File: src/rtl/uart_key_sender.sv
// Push-button front end for the cursor/colour UART command protocol: synchronise, debounce,
// auto-repeat and queue one pending event per button, then feed command bytes to the UART TX FIFO.
module uart_key_sender #(
    parameter int DEBOUNCE_CYCLES = 1000000,
    parameter int REPEAT_DELAY    = 50000000,
    parameter int REPEAT_RATE     = 10000000,
    parameter int CNT_W           = 26
) (
    input  logic       CLK,
    input  logic       RESET,
    input  logic       btn_up,
    input  logic       btn_left,
    input  logic       btn_down,
    input  logic       btn_right,
    input  logic       btn_color,
    input  logic       tx_fifo_full,
    output logic [7:0] tx_byte,
    output logic       transmit,
    output logic       pending_any,
    output logic [1:0] color_idx
);

    localparam logic [CNT_W-1:0] DB_LAST    = CNT_W'(DEBOUNCE_CYCLES - 1);
    localparam logic [CNT_W-1:0] REP_DELAY  = CNT_W'(REPEAT_DELAY);
    localparam logic [CNT_W-1:0] REP_RELOAD = CNT_W'(REPEAT_DELAY - REPEAT_RATE + 1);
    localparam logic [CNT_W-1:0] CNT_MAX    = '1;

    function automatic logic [CNT_W-1:0] sat_inc(input logic [CNT_W-1:0] v);
        return (v == CNT_MAX) ? v : v + CNT_W'(1);
    endfunction

    // Bit order everywhere: 0 up, 1 left, 2 down, 3 right, 4 colour (also the issue priority).
    logic [4:0]       w_btn;
    logic [4:0]       r_sync1;
    logic [4:0]       r_sync2;
    logic [4:0]       r_stable;
    logic [4:0]       r_press;
    logic [CNT_W-1:0] r_db_cnt [5];
    logic [CNT_W-1:0] r_rep_cnt [4];
    logic [4:0]       r_pend;
    logic [4:0]       w_event;
    logic [4:0]       w_grant;
    logic [4:0]       w_clr;
    logic [7:0]       w_byte;
    logic             w_can_issue;

    assign w_btn = {btn_color, btn_right, btn_down, btn_left, btn_up};

    always_ff @(posedge CLK) begin
        if (RESET) begin
            r_sync1  <= '0;
            r_sync2  <= '0;
            r_stable <= '0;
            r_press  <= '0;
            for (int i = 0; i < 5; i++) r_db_cnt[i] <= '0;
        end else begin
            r_sync1 <= w_btn;
            r_sync2 <= r_sync1;
            for (int i = 0; i < 5; i++) begin
                r_press[i] <= 1'b0;
                if (r_sync2[i] != r_stable[i]) begin
                    if (r_db_cnt[i] == DB_LAST) begin
                        r_stable[i] <= r_sync2[i];
                        r_press[i]  <= r_sync2[i];
                        r_db_cnt[i] <= '0;
                    end else begin
                        r_db_cnt[i] <= sat_inc(r_db_cnt[i]);
                    end
                end else begin
                    r_db_cnt[i] <= '0;
                end
            end
        end
    end

    // Repeat counter is 0 on the press cycle; after the first repeat it reloads so the
    // next hit of REP_DELAY lands exactly REPEAT_RATE cycles later.
    always_ff @(posedge CLK) begin
        if (RESET) begin
            for (int i = 0; i < 4; i++) r_rep_cnt[i] <= '0;
        end else begin
            for (int i = 0; i < 4; i++) begin
                if (!r_stable[i])                  r_rep_cnt[i] <= '0;
                else if (r_rep_cnt[i] == REP_DELAY) r_rep_cnt[i] <= REP_RELOAD;
                else                               r_rep_cnt[i] <= sat_inc(r_rep_cnt[i]);
            end
        end
    end

    always_comb begin
        for (int i = 0; i < 4; i++)
            w_event[i] = r_press[i] | (r_stable[i] & (r_rep_cnt[i] == REP_DELAY));
        w_event[4] = r_press[4];
    end

    always_comb begin
        w_grant = '0;
        w_byte  = 8'h00;
        if (r_pend[0]) begin
            w_grant[0] = 1'b1;
            w_byte     = 8'h77;
        end else if (r_pend[1]) begin
            w_grant[1] = 1'b1;
            w_byte     = 8'h61;
        end else if (r_pend[2]) begin
            w_grant[2] = 1'b1;
            w_byte     = 8'h73;
        end else if (r_pend[3]) begin
            w_grant[3] = 1'b1;
            w_byte     = 8'h64;
        end else if (r_pend[4]) begin
            w_grant[4] = 1'b1;
            case (color_idx)
                2'd0: w_byte = 8'h63;
                2'd1: w_byte = 8'h6D;
                2'd2: w_byte = 8'h79;
                2'd3: w_byte = 8'h20;
            endcase
        end
    end

    // The !transmit term forces an idle cycle between strobes.
    assign w_can_issue = !transmit && !tx_fifo_full && (|r_pend);
    assign w_clr       = w_can_issue ? w_grant : 5'b0;
    assign pending_any = |r_pend;

    always_ff @(posedge CLK) begin
        if (RESET) begin
            r_pend    <= '0;
            transmit  <= 1'b0;
            tx_byte   <= 8'h00;
            color_idx <= 2'd0;
        end else begin
            r_pend <= (r_pend & ~w_clr) | w_event;
            if (w_can_issue) begin
                transmit <= 1'b1;
                tx_byte  <= w_byte;
                if (w_grant[4]) color_idx <= color_idx + 2'd1;
            end else begin
                transmit <= 1'b0;
                tx_byte  <= 8'h00;
            end
        end
    end

endmodule

File: config.mk
export PLATFORM = sky130hd
export DESIGN_NAME = uart_key_sender
export DESIGN_NICKNAME = d
export VERILOG_FILES = /design/src/rtl/uart_key_sender.sv
export SDC_FILE = /design/constraint.sdc
export NUM_CORES = 1
export LEC_CHECK = 0
export ABC_CLOCK_PERIOD_IN_PS = 2500
export BUFFER_PORTS_ARGS = -buffer_cell sky130_fd_sc_hd__buf_2
export CAP_MARGIN = 5
export CORE_AREA = 2 2 168 170
export DETAILED_ROUTE_END_ITERATION = 10
export DIE_AREA = 0 0 170 172
export PLACE_DENSITY = 0.8
export SYNTH_ARGS = -nofsm -noshare
export SYNTH_HDL_FRONTEND = slang
export SYNTH_SLANG_ARGS = --single-unit
File: constraint.sdc
create_clock -name CLK -period 2.5 [get_ports CLK]
set_input_delay 0.25 -clock CLK [delete_from_list [all_inputs] [get_ports CLK]]
set_output_delay 0.25 -clock CLK [all_outputs]
set_load 0.005 [all_outputs]
==> impl_summary.md <==
Status
The run finished with clean final reports.

CTS
TritonCTS built the clock tree. The number of clock sinks is 269. The H-tree depth reported by CTS is 1.

CTS placed an instance of sky130_fd_sc_hd__clkbuf_16 at the clock tree root. Counting along the longest clock path gives a buffer depth of 3. Clock-pin slew was measured on the worst setup and hold paths at 0.06 ns. The source-to-sink clock delay at the later pin of the worst-skew pair is 0.55 ns. The number of clock buffers added by TritonCTS is 29. Buffers added to address setup during post-CTS repair amount to 0.

Final layout
Leaving out filler cells and counting taps, the final layout contains 1884. The area growth from synthesis to layout is 11.87%. At the end of the flow the core is filled with cells to 60.97%.

In the final design database the tool counted 1540 nets. Once layout is done, the placed cells without fillers occupy 0.01675 sq mm. 0 antenna diodes ended up in the layout. The layout cell share with drive strength beyond 1 is 9.753%.

Fill cells in the final layout number 2226. Summing all multi-input logic gate instances after layout gives 0.006872 sq mm. Summing all flip-flop and latch instances after layout gives 0.007727 sq mm.

Floorplanning
The area enclosed by the die boundary is 0.02924 sq mm. Once the floorplan was initialized, standard cells occupied 54.49% of the core. The placement row count is 61. The top-level I/O count is 20. Measured along the y axis, the die boundary spans 172 microns. The floorplan die width is 170 microns. The core outline area is 0.02748 sq mm.

Placement
The global placer's final weighted congestion is 0.8785. The count of buffers added on input and output ports is 18. Summing all placed instances gives a cell area of 0.01572 sq mm. In this run, placement finished with an instance count of 1823. Prior to clock tree synthesis, the placed netlist has a worst setup slack of 0.08103 ns.

Once detailed placement completed, the half-perimeter wirelength came to 21.39 mm.

Synthesis
The synthesized netlist net count is 1496. In this run, synthesis inferred 234 flip-flops with an integrated enable. The number of synthesis warnings is 0. The count of mapped cells out of synthesis is 1471. The share of flip-flops with an asynchronous set or reset is 0%.

In this run the mean area of a mapped cell was 10.18 sq um. In this run the cell area of the synthesized design comes to 0.01497 sq mm. The synthesized design contains 269 register bits.

The most used flip-flop cell after synthesis is sky130_fd_sc_hd__edfxtp_1. The register area share after synthesis is 51.61%. In this run, distinct cell masters in the synthesized netlist total 57.

Worst setup path
In this run the worst path has a maximum fanout of 13. The worst register-to-register path ends at r_rep_cnt[0][2]. STA classifies the critical path endpoint as a flip-flop.

The worst flop-to-flop path startpoint is r_rep_cnt[0][0]. The reg-to-reg setup timing slack is 0.09 ns. The number of cells on the worst reg-to-reg path is 5. By startpoint and endpoint, the worst setup path is classified as flip-flop to flip-flop. For the worst setup path, the data required time is 2.77 ns. The critical path data arrival time is 2.68 ns. STA classifies the critical path startpoint as a flip-flop.

Drt
The first detailed-routing pass ran for 5 iterations. Across all layers, the routed design uses 11770 vias. The number of nets with antenna violations after detailed routing is 0. The per-cell routed wire length is 16.83 microns. For this run, design rule violations remaining after detail routing come to 0. The final routed wirelength across all metal layers is 31.71 mm. Dividing the detail-routed via count by the number of cells gives 6.248. In this run, the number of DRC markers left after iteration 0 of detailed routing was 1083.

Job
The max-capacitance violation count is 0.

STA
The fraction of the cycle the final worst path needs is 96.34%. The routed design could run at a clock period as short as 2.409 ns. The pin slew with the least headroom to its limit is 0.8400 ns. The setup skew after layout is 0.01611 ns. The number of endpoints failing setup at the final stage is 0. The count of final hold-check violations is 0.

Derived from the worst setup path, the maximum achievable clock frequency is 415.2 MHz. The max-slew violation count is 0. The sum of negative setup slack is 0 ns.

Measured against its own limit, the worst slew margin works out to 43.49%. After layout, the worst setup slack is 0.09139 ns. Setup repair after global routing left no endpoint under its margin. Final hold analysis gives a worst-case slack of 0.1622 ns.

GRT
The number of antenna violations at the first check in global routing is 0. For this run the aggregate overflow at the end of global routing stands at 0. The via count of the first global-routing pass is 11100. The global-route wire length before repair is 53.06 mm.

The global routing usage summed across all routing layers is 21.69%. Entering global routing, the biggest net connects 27 pins.

Min path
Counting instances, the worst hold path has a depth of 3. For hold timing, the worst endpoint is r_pend[3]. The tightest min-delay check is of the input pin to flip-flop type. The startpoint of the lowest-slack hold path is RESET.

Power
The worst-case IR drop observed on VDD is 0.0004952 V. For this design the ratio of total power to cell area is 549.3 mW/mm^2. The design draws 9.202 mW.

The analysis attributes to cell leakage a power of 5.264 nW.
## critical path, cell delays in order, from the launching register on
cell	delay [ns]
sky130_fd_sc_hd__edfxtp_1	0.35
sky130_fd_sc_hd__ha_1	0.22
sky130_fd_sc_hd__nand3_1	0.13
sky130_fd_sc_hd__or4_1	0.54
sky130_fd_sc_hd__or3_1	0.43
sky130_fd_sc_hd__or3_4	0.46
## power by group
group	switching [mW]	internal (mW)
Clock	1.75	2.56
Combinational	0.0423	0.0281
Sequential	0.00663	4.82
Total	1.80	7.40
## repair_timing
action                                  in CTS  in global routing
hold buffers                                 6                  0
endpoints found under the setup margin       0                 53
resized for setup                            0                  2
hold endpoints to repair                     7                  0
## final cells by class
type | instances | share of cell area (%)
Clock buffer | 40 | 4.818
Clock inverter | 14 | 0.9038
Inverter | 46 | 1.031
Multi-Input combinational cell | 1090 | 41.02
Sequential cell | 269 | 46.13
Tap cell | 346 | 2.584
Timing Repair Buffer | 79 | 3.511
## layer usage
| metal | share of wire (%) | global-route usage, % |
|---|---|---|
| met5 | 0 | 0 |
| met4 | 1.7 | 5.277 |
| met3 | 4.8 | 2.770 |
| met2 | 48 | 36.84 |
| met1 | 46 | 29.80 |
## state kept, by name, summed over array words and instances (netlist names)
| signal | count |
|---|---|
| color_idx | 2 |
| r_db_cnt | 130 |
| r_pend | 5 |
| r_press | 5 |
| r_rep_cnt | 104 |
| r_stable | 5 |
| r_sync1 | 5 |
| r_sync2 | 5 |
| transmit | 1 |
| tx_byte | 7 |
## placed cells by master (no fill, tap or decap), drive strengths merged, types with 4 or more instances in the layout
cell,n
or4,70
nand2,93
clkbuf,40
inv,47
nor2,99
xor2,56
nor4,35
nand3,87
or3,66
a21oi,96
and4,28
o31ai,56
dlygate4sd3,6
nand4,73
nor2b,16
and2,9
ha,17
nor3,66
nor4b,14
o21ai,51
xnor2,59
clkinv,8
and3,26
edfxtp,234
o31a,4
a211oi,32
buf,73
dfxtp,35
o21a,9
## how the worst max path moves through the flow
stage	from	endpoint	slack, ns	cells after the start
detailed placement	r_rep_cnt[1][0]	r_rep_cnt[1][7]	0.08	6
finish	r_rep_cnt[0][0]	r_rep_cnt[0][2]	0.09	5
floorplan	r_rep_cnt[2][16]	r_rep_cnt[2][0]	0.03	4
global route	r_rep_cnt[0][0]	r_rep_cnt[0][8]	0.01	5
CTS	r_rep_cnt[1][0]	r_rep_cnt[1][2]	0.06	6
global placement	r_rep_cnt[0][0]	r_rep_cnt[0][20]	0.13	5
## cell usage after synthesis, drive strengths merged, types with 46 or more instances
cell / count / share of area, %
nand4: 73 / 3.1
nor2: 99 / 2.5
a21oi: 96 / 3.2
nor3: 66 / 2.3
or4: 70 / 3.6
clkbuf: 51 / 1.3
xnor2: 59 / 3.5
xor2: 56 / 3.3
o31ai: 56 / 2.8
nand3: 87 / 2.9
or3: 65 / 2.7
nand2: 93 / 2.3
o21ai: 51 / 1.7
inv: 46 / 1.2
edfxtp: 234 / 47
## logic make-up (layout without fill, tap and decap cells)
| family | Yosys count | in the layout | synth area share, % |
|---|---|---|---|
| compound gates | 256 | 256 | 10.59 |
| xor+xnor | 115 | 115 | 6.727 |
| flops | 269 | 269 | 51.61 |
| mux | 3 | 3 | 0.2006 |
| fa+ha+maj | 17 | 17 | 1.421 |
| other cells | 1 | 1 | 0.02504 |
| buf+inv | 113 | 179 | 3.033 |
| simple gates | 697 | 698 | 26.40 |
(Power assumes the default switching activity.)
